$ cat config.mk
export PLATFORM = sky130hd
export DESIGN_NAME = saturn_prefetch_queue_flat
export DESIGN_NICKNAME = d
export VERILOG_FILES = /design/src/rtl/saturn_pkg.sv /design/src/rtl/saturn_prefetch_queue_if.sv /design/src/rtl/saturn_nibble_shifter.sv /design/src/rtl/saturn_prefetch_queue.sv /design/src/flat_wrapper.sv
export SDC_FILE = /design/constraint.sdc
export NUM_CORES = 1
export LEC_CHECK = 0
export CAP_MARGIN = 25
export CELL_PAD_IN_SITES_DETAIL_PLACEMENT = 1
export CELL_PAD_IN_SITES_GLOBAL_PLACEMENT = 1
export CORE_ASPECT_RATIO = 0.75
export CORE_MARGIN = 4
export CORE_UTILIZATION = 46
export DETAILED_ROUTE_END_ITERATION = 7
export PLACE_DENSITY_LB_ADDON = 0.1
export SYNTH_ARGS = -nofsm -noshare
export SYNTH_HDL_FRONTEND = slang
export SYNTH_SLANG_ARGS = --single-unit
$ cat constraint.sdc
create_clock -name clk_in -period 9.8 [get_ports clk_in]
set_input_delay 0.98 -clock clk_in [delete_from_list [all_inputs] [get_ports clk_in]]
set_output_delay 0.98 -clock clk_in [all_outputs]
set_load 0.005 [all_outputs]
$ cat src/rtl/saturn_pkg.sv
// Shared Saturn core types: nibble, default address width, prefetch FSM states.
package saturn_pkg;

  localparam int unsigned SATURN_ADDR_W = 20;

  typedef logic [3:0] nibble_t;

  typedef enum logic [1:0] {
    IDLE  = 2'd0,
    REQ   = 2'd1,
    DRAIN = 2'd2
  } pfq_state_e;

  function automatic logic [15:0] sat_inc16(input logic [15:0] v);
    return (v == 16'hFFFF) ? v : v + 16'd1;
  endfunction

endpackage

$ cat src/rtl/saturn_prefetch_queue_if.sv
// Memory-bus and ibus signals of the Saturn prefetch queue.
interface saturn_prefetch_queue_if
  import saturn_pkg::*;
#(
  parameter int unsigned ADDR_W      = SATURN_ADDR_W,
  parameter int unsigned BUS_NIBBLES = 4,
  parameter int unsigned QUEUE_DEPTH = 16,
  parameter int unsigned OUT_NIBBLES = 8
) ();

  localparam int unsigned CNT_W = $clog2(QUEUE_DEPTH) + 1;

  logic [ADDR_W-1:0]        bus_addr_o;
  logic                     bus_rd_o;
  logic [4*BUS_NIBBLES-1:0] bus_data_in;
  logic                     bus_ack_in;
  logic [ADDR_W-1:0]        ibus_addr_in;
  logic                     ibus_flush_q_in;
  logic                     ibus_consume_in;
  logic [4:0]               ibus_size_in;
  logic [4*OUT_NIBBLES-1:0] ibus_pre_fetched_opcode_o;
  logic [CNT_W-1:0]         ibus_valid_cnt_o;
  logic [ADDR_W-1:0]        ibus_addr_o;
  logic                     ibus_ready_o;

  // The prefetch queue itself.
  modport master (
    output bus_addr_o, bus_rd_o,
    input  bus_data_in, bus_ack_in,
    input  ibus_addr_in, ibus_flush_q_in, ibus_consume_in, ibus_size_in,
    output ibus_pre_fetched_opcode_o, ibus_valid_cnt_o, ibus_addr_o, ibus_ready_o
  );

  // Memory and decoder side.
  modport slave (
    input  bus_addr_o, bus_rd_o,
    output bus_data_in, bus_ack_in,
    output ibus_addr_in, ibus_flush_q_in, ibus_consume_in, ibus_size_in,
    input  ibus_pre_fetched_opcode_o, ibus_valid_cnt_o, ibus_addr_o, ibus_ready_o
  );

endinterface

$ cat src/rtl/saturn_nibble_shifter.sv
// Next queue image: drop `shift` head nibbles, then append a bus word
// (minus `ins_skip` leading nibbles) at position `ins_pos`.
module saturn_nibble_shifter
  import saturn_pkg::*;
#(
  parameter int unsigned QUEUE_DEPTH = 16,
  parameter int unsigned BUS_NIBBLES = 4,
  parameter int unsigned SHIFT_W     = 5,
  parameter int unsigned POS_W       = 5,
  parameter int unsigned SKIP_W      = 2
) (
  input  logic [4*QUEUE_DEPTH-1:0] queue,
  input  logic [SHIFT_W-1:0]       shift,
  input  logic [4*BUS_NIBBLES-1:0] word,
  input  logic                     ins_en,
  input  logic [POS_W-1:0]         ins_pos,
  input  logic [SKIP_W-1:0]        ins_skip,
  output logic [4*QUEUE_DEPTH-1:0] queue_c
);

  always_comb begin
    int unsigned src;
    int unsigned off;
    nibble_t     nib;
    queue_c = '0;
    src     = 0;
    off     = 0;
    nib     = '0;
    for (int unsigned i = 0; i < QUEUE_DEPTH; i++) begin
      src = i + 32'(shift);
      off = i - 32'(ins_pos) + 32'(ins_skip);
      nib = '0;
      if (src < QUEUE_DEPTH) nib = queue[src*4 +: 4];
      // Entries past the surviving count are zero, so insertion simply overrides.
      if (ins_en && (i >= 32'(ins_pos)) && (off < BUS_NIBBLES)) nib = word[off*4 +: 4];
      queue_c[i*4 +: 4] = nib;
    end
  end

endmodule

$ cat src/rtl/saturn_prefetch_queue.sv
// Saturn instruction prefetch queue: fetches aligned bus words into a nibble
// queue and presents an opcode window. Optional SATURN_PFQ_PERF_EN adds read/discard counters.
module saturn_prefetch_queue
  import saturn_pkg::*;
#(
  parameter int unsigned ADDR_W      = SATURN_ADDR_W,
  parameter int unsigned BUS_NIBBLES = 4,
  parameter int unsigned QUEUE_DEPTH = 16,
  parameter int unsigned OUT_NIBBLES = 8
) (
  input  logic clk_in,
  input  logic reset_in,
  saturn_prefetch_queue_if.master bus
`ifdef SATURN_PFQ_PERF_EN
  ,
  output logic [15:0] perf_reads_o,
  output logic [15:0] perf_discards_o
`endif
);

  localparam int unsigned CNT_W  = $clog2(QUEUE_DEPTH) + 1;
  localparam int unsigned SKIP_W = (BUS_NIBBLES > 1) ? $clog2(BUS_NIBBLES) : 1;
  localparam int unsigned Q_W    = 4 * QUEUE_DEPTH;

  pfq_state_e        state_q;
  logic [Q_W-1:0]    queue_q;
  logic [CNT_W-1:0]  count_q;
  logic [ADDR_W-1:0] head_q;
  logic [ADDR_W-1:0] fetch_q;
  logic [SKIP_W-1:0] skip_q;
  logic              rd_q;
  logic              ready_q;
`ifdef SATURN_PFQ_PERF_EN
  logic [15:0]       reads_q;
  logic [15:0]       discards_q;
`endif

  logic              consume_ok_c;
  logic              ack_take_c;
  logic              free_ok_c;
  logic [4:0]        shift_c;
  logic [CNT_W-1:0]  ins_pos_c;
  logic [CNT_W-1:0]  next_count_c;
  logic [Q_W-1:0]    next_queue_c;

  // Consume/ack qualification; free space is judged on the pre-consume count.
  always_comb begin
    consume_ok_c = bus.ibus_consume_in && !bus.ibus_flush_q_in &&
                   (bus.ibus_size_in != 5'd0) && (32'(bus.ibus_size_in) <= 32'(count_q));
    ack_take_c   = (state_q == REQ) && bus.bus_ack_in && !bus.ibus_flush_q_in;
    free_ok_c    = (32'(QUEUE_DEPTH) - 32'(count_q)) >= 32'(BUS_NIBBLES);
    shift_c      = consume_ok_c ? bus.ibus_size_in : 5'd0;
    ins_pos_c    = count_q - CNT_W'(shift_c);
    next_count_c = ins_pos_c +
                   (ack_take_c ? (CNT_W'(BUS_NIBBLES) - CNT_W'(skip_q)) : CNT_W'(0));
  end

  saturn_nibble_shifter #(
    .QUEUE_DEPTH (QUEUE_DEPTH),
    .BUS_NIBBLES (BUS_NIBBLES),
    .SHIFT_W     (5),
    .POS_W       (CNT_W),
    .SKIP_W      (SKIP_W)
  ) u_shifter (
    .queue    (queue_q),
    .shift    (shift_c),
    .word     (bus.bus_data_in),
    .ins_en   (ack_take_c),
    .ins_pos  (ins_pos_c),
    .ins_skip (skip_q),
    .queue_c  (next_queue_c)
  );

  always_ff @(posedge clk_in) begin
    if (reset_in) begin
      state_q    <= IDLE;
      queue_q    <= '0;
      count_q    <= '0;
      head_q     <= '0;
      fetch_q    <= '0;
      skip_q     <= '0;
      rd_q       <= 1'b0;
      ready_q    <= 1'b0;
`ifdef SATURN_PFQ_PERF_EN
      reads_q    <= '0;
      discards_q <= '0;
`endif
    end else if (bus.ibus_flush_q_in) begin
      queue_q <= '0;
      count_q <= '0;
      ready_q <= 1'b0;
      head_q  <= bus.ibus_addr_in;
      fetch_q <= bus.ibus_addr_in & ~ADDR_W'(BUS_NIBBLES - 1);
      skip_q  <= SKIP_W'(bus.ibus_addr_in);
      // An outstanding read must still complete on the bus; its data is dropped.
      if ((state_q != IDLE) && !bus.bus_ack_in) begin
        state_q <= DRAIN;
        rd_q    <= 1'b1;
      end else begin
        state_q <= IDLE;
        rd_q    <= 1'b0;
      end
`ifdef SATURN_PFQ_PERF_EN
      if ((state_q != IDLE) && bus.bus_ack_in) begin
        reads_q    <= sat_inc16(reads_q);
        discards_q <= sat_inc16(discards_q);
      end
`endif
    end else begin
      queue_q <= next_queue_c;
      count_q <= next_count_c;
      head_q  <= head_q + ADDR_W'(shift_c);
      ready_q <= (32'(next_count_c) >= 32'(OUT_NIBBLES));
      unique case (state_q)
        IDLE: begin
          if (free_ok_c) begin
            state_q <= REQ;
            rd_q    <= 1'b1;
          end
        end
        REQ: begin
          if (bus.bus_ack_in) begin
            state_q <= IDLE;
            rd_q    <= 1'b0;
            fetch_q <= fetch_q + ADDR_W'(BUS_NIBBLES);
            skip_q  <= '0;
`ifdef SATURN_PFQ_PERF_EN
            reads_q <= sat_inc16(reads_q);
`endif
          end
        end
        DRAIN: begin
          if (bus.bus_ack_in) begin
            state_q    <= IDLE;
            rd_q       <= 1'b0;
`ifdef SATURN_PFQ_PERF_EN
            reads_q    <= sat_inc16(reads_q);
            discards_q <= sat_inc16(discards_q);
`endif
          end
        end
        default: begin
          state_q <= IDLE;
          rd_q    <= 1'b0;
        end
      endcase
    end
  end

  assign bus.bus_addr_o                = fetch_q;
  assign bus.bus_rd_o                  = rd_q;
  assign bus.ibus_pre_fetched_opcode_o = queue_q[4*OUT_NIBBLES-1:0];
  assign bus.ibus_valid_cnt_o          = count_q;
  assign bus.ibus_addr_o               = head_q;
  assign bus.ibus_ready_o              = ready_q;
`ifdef SATURN_PFQ_PERF_EN
  assign perf_reads_o    = reads_q;
  assign perf_discards_o = discards_q;
`endif

endmodule

$ cat src/flat_wrapper.sv
// flat-port wrapper written by rule: the top's interface ports become plain ports
module saturn_prefetch_queue_flat import saturn_pkg::*;
#(
  parameter int unsigned ADDR_W      = SATURN_ADDR_W,
  parameter int unsigned BUS_NIBBLES = 4,
  parameter int unsigned QUEUE_DEPTH = 16,
  parameter int unsigned OUT_NIBBLES = 8
)
  (clk_in, reset_in, bus_bus_addr_o, bus_bus_rd_o, bus_bus_data_in, bus_bus_ack_in, bus_ibus_addr_in, bus_ibus_flush_q_in, bus_ibus_consume_in, bus_ibus_size_in, bus_ibus_pre_fetched_opcode_o, bus_ibus_valid_cnt_o, bus_ibus_addr_o, bus_ibus_ready_o);
  saturn_prefetch_queue_if #(.ADDR_W(ADDR_W), .BUS_NIBBLES(BUS_NIBBLES), .QUEUE_DEPTH(QUEUE_DEPTH), .OUT_NIBBLES(OUT_NIBBLES)) bus_i ();
  input  logic clk_in;
  input  logic reset_in;
  output wire logic [$bits(bus_i.bus_addr_o)-1:0] bus_bus_addr_o;
  output wire logic [$bits(bus_i.bus_rd_o)-1:0] bus_bus_rd_o;
  input wire logic [$bits(bus_i.bus_data_in)-1:0] bus_bus_data_in;
  input wire logic [$bits(bus_i.bus_ack_in)-1:0] bus_bus_ack_in;
  input wire logic [$bits(bus_i.ibus_addr_in)-1:0] bus_ibus_addr_in;
  input wire logic [$bits(bus_i.ibus_flush_q_in)-1:0] bus_ibus_flush_q_in;
  input wire logic [$bits(bus_i.ibus_consume_in)-1:0] bus_ibus_consume_in;
  input wire logic [$bits(bus_i.ibus_size_in)-1:0] bus_ibus_size_in;
  output wire logic [$bits(bus_i.ibus_pre_fetched_opcode_o)-1:0] bus_ibus_pre_fetched_opcode_o;
  output wire logic [$bits(bus_i.ibus_valid_cnt_o)-1:0] bus_ibus_valid_cnt_o;
  output wire logic [$bits(bus_i.ibus_addr_o)-1:0] bus_ibus_addr_o;
  output wire logic [$bits(bus_i.ibus_ready_o)-1:0] bus_ibus_ready_o;
  assign bus_bus_addr_o = bus_i.bus_addr_o;
  assign bus_bus_rd_o = bus_i.bus_rd_o;
  assign bus_i.bus_data_in = bus_bus_data_in;
  assign bus_i.bus_ack_in = bus_bus_ack_in;
  assign bus_i.ibus_addr_in = bus_ibus_addr_in;
  assign bus_i.ibus_flush_q_in = bus_ibus_flush_q_in;
  assign bus_i.ibus_consume_in = bus_ibus_consume_in;
  assign bus_i.ibus_size_in = bus_ibus_size_in;
  assign bus_ibus_pre_fetched_opcode_o = bus_i.ibus_pre_fetched_opcode_o;
  assign bus_ibus_valid_cnt_o = bus_i.ibus_valid_cnt_o;
  assign bus_ibus_addr_o = bus_i.ibus_addr_o;
  assign bus_ibus_ready_o = bus_i.ibus_ready_o;
  saturn_prefetch_queue #(.ADDR_W(ADDR_W), .BUS_NIBBLES(BUS_NIBBLES), .QUEUE_DEPTH(QUEUE_DEPTH), .OUT_NIBBLES(OUT_NIBBLES)) u_core (.clk_in(clk_in), .reset_in(reset_in), .bus(bus_i));
endmodule
* Word-level counts from Yosys, hierarchy flattened
Cells that the tools add are included.
** Operators by class
- Add/sub/neg operators :: 53
- Order comparisons :: 51
- Eq/ne operators :: 4
- Shift operators :: 32
- Mux-type cells :: 50
- Reduce and logical (&&, ||, !) cells :: 50
** Operators by type and width (count)
- $shiftx A64 B9 Y4 :: 15
- $shiftx A16 B33 Y4 :: 16
- $lt A32 B3 Y1 const B :: 16
- $mux W4 :: 32
- $add A6 B3 Y7 :: 16
- $lt A6 B5 Y1 const B :: 15
- $mux W20 :: 4
- $shiftx A64 B8 Y4 :: 1
- $add A4 B5 Y6 const A :: 8
- $sub A4 B5 Y6 const A :: 8
- $ge A4 B5 Y1 const A :: 8
- $logic_and A1 B1 Y1 :: 38
- $ge A32 B3 Y1 const B :: 1
- $add A3 B5 Y6 const A :: 4
- $sub A3 B5 Y6 const A :: 4
- $add A20 B3 Y20 const B :: 1
- $add A20 B5 Y20 :: 1
- $ge A3 B5 Y1 const A :: 4
- $add A2 B5 Y6 const A :: 2
- $mux W2 :: 6
- $sub A1 B5 Y6 const A :: 2
- $sub A2 B5 Y6 const A :: 2
- $ge A1 B5 Y1 const A :: 2
- $ge A2 B5 Y1 const A :: 2
- 22 further kinds :: 32
** Storage, ports and cells
- Register bits :: 115
- Output and inout bits :: 79
- Word-level logic and storage cells :: 249

* Depth between registers and ports, before layout
Gate-level depths: netlist of run 1.
- Depth in word-level cells :: 11
- Gate-level depth with buffers :: 24
- Depth with buffers taken out :: 20

* Modules after synthesis
Synthesis of run 1 repeated with hierarchy kept, for this count alone.
** Unflattened totals
- Cell total of the unflattened synthesis :: 1223
- Area total of the unflattened synthesis :: 10458.8 µm²
** By module, submodules not included
- saturn_nibble_shifter :: times used 1, cells each 696, area an instance 5551.6 µm²
- saturn_prefetch_queue :: times used 1, cells each 527, area an instance 4907.2 µm²

* Worst setup path before layout of run 1
Ideal clock, no wire load.
- Path kind :: input to register
- From :: input port bus_ibus_size_in[4]
- To :: register u_core.queue_q[34]
- Library setup time :: 0.132 ns
- Arrival time :: 6.132 ns
- Setup slack :: 3.537 ns
- Stages :: 22
- Path buffers :: 5
- Path through :: ha_1 > and2_1 > nor4_1 > a21oi_2 > inv_2 > buf_2 > clkbuf_1 > buf_1 > ha_1 > fa_1 > buf_2 > inv_1 > ha_1 > fa_1 > clkbuf_1 > nor4_1 > a211oi_1 > a21oi_1 > a2bb2oi_1 > o211ai_1 > a2bb2oi_1 > nor3_1
** On the way
- Word-level cells in the longest chain between the ends :: 10
** RTL lines
- start, declared :: line flat_wrapper.sv:20 : input wire logic [$bits(bus_i.ibus_size_in)-1:0] bus_ibus_size_in;
- branches (longest 3 deep; another with $le A5 B5 Y1)
- $mux W5 (*) :: line saturn_prefetch_queue.sv:52 : shift_c = consume_ok_c ? bus.ibus_size_in : 5'd0;
- $sub A5 B5 Y5 :: line saturn_prefetch_queue.sv:53 : ins_pos_c = count_q - CNT_W'(shift_c);
- $sub A4 B5 Y6 :: line saturn_nibble_shifter.sv:31 : off = i - 32'(ins_pos) + 32'(ins_skip);
- $add A6 B3 Y7 :: line saturn_nibble_shifter.sv:31
- $lt A32 B3 Y1 :: line saturn_nibble_shifter.sv:35 : if (ins_en && (i >= 32'(ins_pos)) && (off < BUS_NIBBLES)) nib = word[off*4 +: 4];
- $logic_and A1 B1 Y1 :: line saturn_nibble_shifter.sv:35
- $mux W4 (*) :: line saturn_nibble_shifter.sv:35
- end signal, assigned :: line saturn_prefetch_queue.sv:110 : queue_q <= next_queue_c;
- end, declared :: line saturn_prefetch_queue.sv:26 : logic [Q_W-1:0] queue_q;
Every way passes the cells marked *.
A chain may end at the register's enable or synchronous reset.

* Worst setup path after layout of run 1
- From :: input port bus_ibus_size_in[2]
- To :: register u_core.queue_q[44]
Same word-level chain as after synthesis.

==> results of run 1 <==
## cells in the mapped netlist, types with 15 or more instances
| library cell | count | area [um^2] |
|---|---|---|
| a21boi_0 | 18 | 135.1 |
| a21oi_1 | 106 | 530.5 |
| a22oi_1 | 17 | 127.6 |
| a31oi_1 | 16 | 100.1 |
| and3_1 | 19 | 118.9 |
| buf_4 | 34 | 255.2 |
| clkbuf_1 | 71 | 266.5 |
| dfxtp_1 | 113 | 2262 |
| ha_1 | 33 | 412.9 |
| inv_1 | 46 | 172.7 |
| mux2i_1 | 71 | 710.7 |
| mux4_2 | 16 | 360.4 |
| nand2_1 | 172 | 645.6 |
| nand3_1 | 32 | 160.2 |
| nand4_1 | 17 | 106.4 |
| nor2_1 | 99 | 371.6 |
| nor2b_1 | 18 | 112.6 |
| nor3_1 | 27 | 135.1 |
| o21ai_0 | 65 | 325.3 |
| o221ai_1 | 15 | 131.4 |
| o22ai_1 | 18 | 112.6 |
| xnor2_1 | 26 | 227.7 |
## final timing paths
path	slack [ns]	cells past startpoint	end	from
max	2.24	21	u_core.queue_q[44]$_SDFF_PP0_	bus_ibus_size_in[2]
min	0.46	2	u_core.state_q[1]$_SDFFE_PP0P_	u_core.state_q[1]$_SDFFE_PP0P_
min reg2reg	0.46	2	u_core.state_q[1]$_SDFFE_PP0P_	u_core.state_q[1]$_SDFFE_PP0P_
max reg2reg	2.90	20	u_core.queue_q[44]$_SDFF_PP0_	u_core.bus.ibus_valid_cnt_o[2]$_SDFF_PP0_
## metrics by stage
stage	power, mW	hold slack [ns]	instance area (um^2)
after global routing	1.747	0.4969	12000
after CTS	1.668	0.4694	12000
after floorplan	0.8566	0.4363	10280
after detailed placement	1.063	0.4600	11450
after global placement	1.052	0.4527	11450
final	1.695	0.4642	12000
## sequential cells by signal, indices dropped and copies added, names as in the netlist
| signal | cells |
|---|---|
| u_core.bus.ibus_valid_cnt_o | 5 |
| u_core.state_q | 2 |
| u_core.bus.bus_rd_o | 1 |
| u_core.skip_q | 2 |
| u_core.queue_q | 64 |
| u_core.bus.ibus_ready_o | 1 |
| u_core.bus.bus_addr_o | 18 |
| u_core.bus.ibus_addr_o | 20 |
## critical path: stages
cell	delay [ns]
clkdlybuf4s50_1	0.45
buf_4	0.32
ha_1	0.31
o211a_1	0.26
o31a_1	0.15
o41a_1	0.38
buf_4	0.23
nor2_1	0.12
buf_4	0.34
clkinv_1	0.84
ha_1	0.70
o21a_1	0.16
o21ai_1	0.66
and3_1	0.40
inv_1	0.09
ha_1	0.33
nand4_1	0.11
o31ai_1	0.10
and4_1	0.22
a211oi_1	0.48
a22o_1	0.23
## cell families after synthesis
family,after synthesis,synth area share
other cells,1,0.0003651
flops,113,0.2202
mux,100,0.1185
buf+inv,183,0.08112
fa+ha+maj,40,0.05384
xor+xnor,42,0.03849
compound gates,427,0.2881
simple gates,438,0.1994
## power breakdown
group	switching [mW]	leakage [nW]	internal [mW]
clock network	0.282	0.259	0.332
logic	0.358	3.30	0.208
registers	0.0346	0.922	0.481
total	0.674	4.48	1.02
## layout make-up
| class | instances | area, um^2 | share of cell area |
|---|---|---|---|
| multi-input combinational | 1049 | 7202 | 0.6001 |
| timing repair buffer | 148 | 1411 | 0.1176 |
| inverter | 55 | 206.4 | 0.01720 |
| clock inverter | 14 | 122.6 | 0.01022 |
| clock buffer | 18 | 429.2 | 0.03576 |
| tap | 294 | 367.9 | 0.03065 |
| sequential | 113 | 2262 | 0.1885 |
## layer usage
metal	global-route usage	routed length (um)
met5	0	46
met4	0.09908	1283
met3	0.1573	6680
met2	0.5501	19470
met1	0.5132	20650
==> impl_metrics.env, run 1 <==
export IMPL_status="completed"
export IMPL_p_per_area_nw_per_um2=141.2
export IMPL_finClkSkew_ns=0.01612
export IMPL_rsz0062_at_grt="false"
export IMPL_fin_crit_sh=0.7712
export IMPL_pre_cts_ws_ns=2.126
export IMPL_first_pass_iters=6
export IMPL_coreArea_um2=21990
export IMPL_numCtsBuffers=17
export IMPL_start_kind="input port"
export IMPL_arrival_ns=7.93
export IMPL_overflow=0
export IMPL_cts_clk_slew_worst_paths_ns=0.07
export IMPL_antenna_found_initial=3
export IMPL_required_ns=10.18
export IMPL_yosysSeqAreaShare=0.2202
export IMPL_grt_pass1_wl_um=71240
export IMPL_drc=0
export IMPL_syn_avg_cell_area_um2=7.643
export IMPL_timing_fmax_mhz=132.3
export IMPL_fin_setup_tns_ns=0
export IMPL_grt_max_degree=72
export IMPL_crit_type="input port to flop"
export IMPL_ys_ff_latch=113
export IMPL_synth_distinct_cells=83
export IMPL_detail_route_antenna_nets=0
export IMPL_ir_drop_uv=101.1
export IMPL_setup_viol=0
export IMPL_area_growth_syn_to_layout_pct=16.83
export IMPL_die_h_um=137.4
export IMPL_clock_sink_count=113
export IMPL_fin_cells=1691
export IMPL_wl_per_cell_um=28.46
export IMPL_htreeDepth=4
export IMPL_vias=11620
export IMPL_tritoncts="done"
export IMPL_grt_pass1_vias=11130
export IMPL_finalMaxSlewViolations=0
export IMPL_die_area_um2=24810
export IMPL_cts_hold_fix_buffers=0
export IMPL_vias_per_cell=6.869
export IMPL_rows=47
export IMPL_drv_cap=0
export IMPL_synthCells=1344
export IMPL_hold_class="flop to flop"
export IMPL_io_pins=125
export IMPL_final_common_cell="nand2_1"
export IMPL_initial_utilization=0.4671
export IMPL_cp_max_fo=27
export IMPL_diodes=0
export IMPL_grt_use_total=0.3762
export IMPL_finalNetCount=1470
export IMPL_slew_headroom=0.2973
export IMPL_fp_dieW_um=180.6
export IMPL_worstMarginPinSlew_ns=1.054
export IMPL_postCtsSetupBuffers=0
export IMPL_synth_ff_type="dfxtp_1"
export IMPL_drt_iter0_markers=1634
export IMPL_layout_drive_gt1_share=0.07874
export IMPL_final_cell_mix="172 x nand2_1, 121 x clkdlybuf4s50_1, 113 x dfxtp_1, 106 x a21oi_1, 98 x nor2_1"
export IMPL_leakage_nw=4.482
export IMPL_yosys_warnings=0
export IMPL_cts_resized=0
export IMPL_syn_area_um2=10270
export IMPL_portBuffers=122
export IMPL_fin_util=0.5457
export IMPL_fin_crit_ns=7.558
export IMPL_wl_um=48130
export IMPL_cts_root_buf="clkbuf_16"
export IMPL_nFillCells=2684
export IMPL_clock_path_buffers=2
export IMPL_synth_async_reset_ratio=0
export IMPL_end_kind="flop"
export IMPL_setup_slack_ns=2.242
export IMPL_clk_latency_ns=0.44
export IMPL_dp_hpwl_um=35760
export IMPL_final_hold_violation_count=0
export IMPL_routabilityCongestion=1.013
export IMPL_synth_edf_count=0
export IMPL_dp_cells=1659
No activity file was read; power rests on OpenSTA's default activity.
==> run 2: changes to the inputs <==
Settings changed: CORE_UTILIZATION 46 to 38.
Clock period 9.8 ns to 6.3 ns, I/O delays scaled along.
==> run 2 against run 1 <==
  * Register-to-register slack got worse by 1.9 ns
  * Global-route usage fell by 4.9 points
  * Hold slack got worse by 0.0064 ns
  * Clock-buffer cell count is 1 higher
  * Sequential power is 54% higher
  * Clock skew is 0.0046 ns lower
  * Combinational power increased by 60%
  * Final cell count rose by 3.6%
  * Critical path depth is 4 lower
==> impl_metrics.env, run 2 (synthesis results as in run 1) <==
export IMPL_setup_viol=0
export IMPL_largest_reg_flops=64
export IMPL_grt_max_degree=72
export IMPL_final_cell_mix="172 x nand2_1, 121 x clkdlybuf4s50_1, 113 x dfxtp_1, 106 x a21oi_1, 97 x nor2_1"
export IMPL_cts_clk_slew_worst_paths_ns=0.06
export IMPL_arrival_ns=5.78
export IMPL_switching_share=0.3754
export IMPL_clock_sink_count=113
export IMPL_vias=11490
export IMPL_antenna_found_initial=0
export IMPL_die_area_um2=29750
export IMPL_timing_fmax_mhz=184.7
export IMPL_rr_startpoint="u_core.bus.ibus_valid_cnt_o[4]$_SDFF_PP0_"
export IMPL_design_area_um2=12190
export IMPL_p_per_area_nw_per_um2=224.0
export IMPL_grt_use_total=0.3275
export IMPL_io_pins=125
export IMPL_dpl_cell_area_um2=11600
export IMPL_rows=51
export IMPL_clkPwrFrac=0.378
export IMPL_p_int_mw=1.706
export IMPL_ir_drop_uv=211.8
export IMPL_clock_path_buffers=2
export IMPL_postCtsSetupBuffers=0
export IMPL_start_kind="input port"
export IMPL_coreArea_um2=26290
export IMPL_cp_max_fo=13
export IMPL_overflow=0
export IMPL_hold_class="flop to flop"
export IMPL_worstMarginPinSlew_ns=1.136
export IMPL_fin_crit_sh=0.8594
export IMPL_dp_hpwl_um=36720
export IMPL_cts_resized=0
export IMPL_p_seq_frac=0.290
export IMPL_cts_hold_fix_buffers=0
export IMPL_p_switching_mw=1.025
export IMPL_end_kind="flop"
export IMPL_leakage_nw=4.561
export IMPL_htreeDepth=4
export IMPL_wl_per_cell_um=28.04
export IMPL_fp_dieW_um=197.9
export IMPL_die_h_um=150.4
export IMPL_cts_root_buf="clkbuf_16"
export IMPL_fin_setup_tns_ns=0
export IMPL_drc=0
export IMPL_initial_utilization=0.3907
export IMPL_first_pass_iters=6
export IMPL_routabilityCongestion=1.006
export IMPL_finalNetCount=1481
export IMPL_layout_drive_gt1_share=0.08594
export IMPL_p_comb_frac=0.332
export IMPL_final_hold_violation_count=0
export IMPL_wl_um=49120
export IMPL_area_growth_syn_to_layout_pct=18.70
export IMPL_grt_pass1_wl_um=73570
export IMPL_fin_total_pwr_mw=2.731
export IMPL_vias_per_cell=6.561
export IMPL_finClkSkew_ns=0.01152
export IMPL_diodes=0
export IMPL_drt_iter0_markers=1354
export IMPL_drv_cap=0
export IMPL_status="completed"
export IMPL_crit_type="input port to flop"
export IMPL_numCtsBuffers=17
export IMPL_regMostFlops="u_core.queue_q"
export IMPL_rsz0062_at_grt="false"
export IMPL_nFillCells=3195
export IMPL_grt_pass1_vias=11090
export IMPL_min_from="u_core.state_q[1]$_SDFFE_PP0P_"
export IMPL_clk_latency_ns=0.44
export IMPL_tritoncts="done"
export IMPL_finalMaxSlewViolations=0
export IMPL_required_ns=6.66
export IMPL_portBuffers=122
export IMPL_detail_route_antenna_nets=0
export IMPL_fin_crit_ns=5.414
export IMPL_worstSetupStartpoint="bus_ibus_size_in[2]"
export IMPL_final_common_cell="nand2_1"
export IMPL_slew_headroom=0.2359
==> run 2: changes by cell type in the layout (fill, tap and decap cells not counted), sizes merged <==
cell / previous run / this run
inv: 59 / 52
buf: 27 / 38
bufinv: 0 / 3
clkinvlp: 4 / 3
clkbuf: 18 / 19
clkinv: 6 / 10
==> run 2: critical path: stages <==
cell and delay [ns]:
clkdlybuf4s50_1 0.58, ha_1 0.28, and4_1 0.21, and4_1 0.25, a21oi_4 0.14, inv_2 0.05
ha_1 0.22, fa_1 0.55, inv_1 0.08, ha_1 0.33, fa_1 0.63, nand2b_1 0.23
o21ai_0 0.28, a32oi_1 0.09, o211ai_1 0.52, nor4b_4 0.47, mux2i_1 0.23
==> run 2: stage by stage <==
step             util  hold slack, ns  worst slack [ns]  cells
5_1_grt        0.4638          0.4781            0.6172   1752
2_1_floorplan       -          0.4363            0.3868   1345
4_1_cts        0.4638          0.4585            0.9977   1752
3_3_place_gp   0.4411          0.4442            0.5273   1720
3_5_place_dp   0.4411          0.4506            0.5726   1720
6_report       0.4638          0.4578            0.8856   1752
==> run 2: path summary, 6_finish.rpt <==
path	end	slack, ns	depth (start not counted)
worst max-delay path	u_core.queue_q[51]$_SDFFE_PP0P_	0.89	17
worst min-delay path	u_core.state_q[1]$_SDFFE_PP0P_	0.46	2
worst max register to register	u_core.queue_q[51]$_SDFFE_PP0P_	1.02	17
worst min register to register	u_core.state_q[1]$_SDFFE_PP0P_	0.46	2
==> run 2: power groups by stage <==
stage               Clock (mW)  Combinational [mW]  Sequential, mW
floorplan                    0               0.540           0.792
global placement             0               0.861           0.806
detailed placement           0               0.870           0.807
CTS                       1.03               0.876           0.791
global route              1.07               0.960           0.797
finish                    1.03               0.908           0.792
==> run 2: metal layers <==
layer	routed length, um	GRT usage	vias up
met3	6572	0.1347	91
met1	22560	0.4801	5670
li1	-	-	5061
met5	0	0	-
met2	18950	0.4386	672
met4	1037	0.08534	0
==> run 2: area by class of cell <==
cell class	count	area, um^2	area share
multi-input cells	1049	7204	0.5909
flip-flops and latches	113	2262	0.1855
repair buffers	159	1494	0.1225
clock buffers	19	432.9	0.03551
well taps	344	430.4	0.03530
inverters	55	206.4	0.01693
clock inverters	13	162.7	0.01334
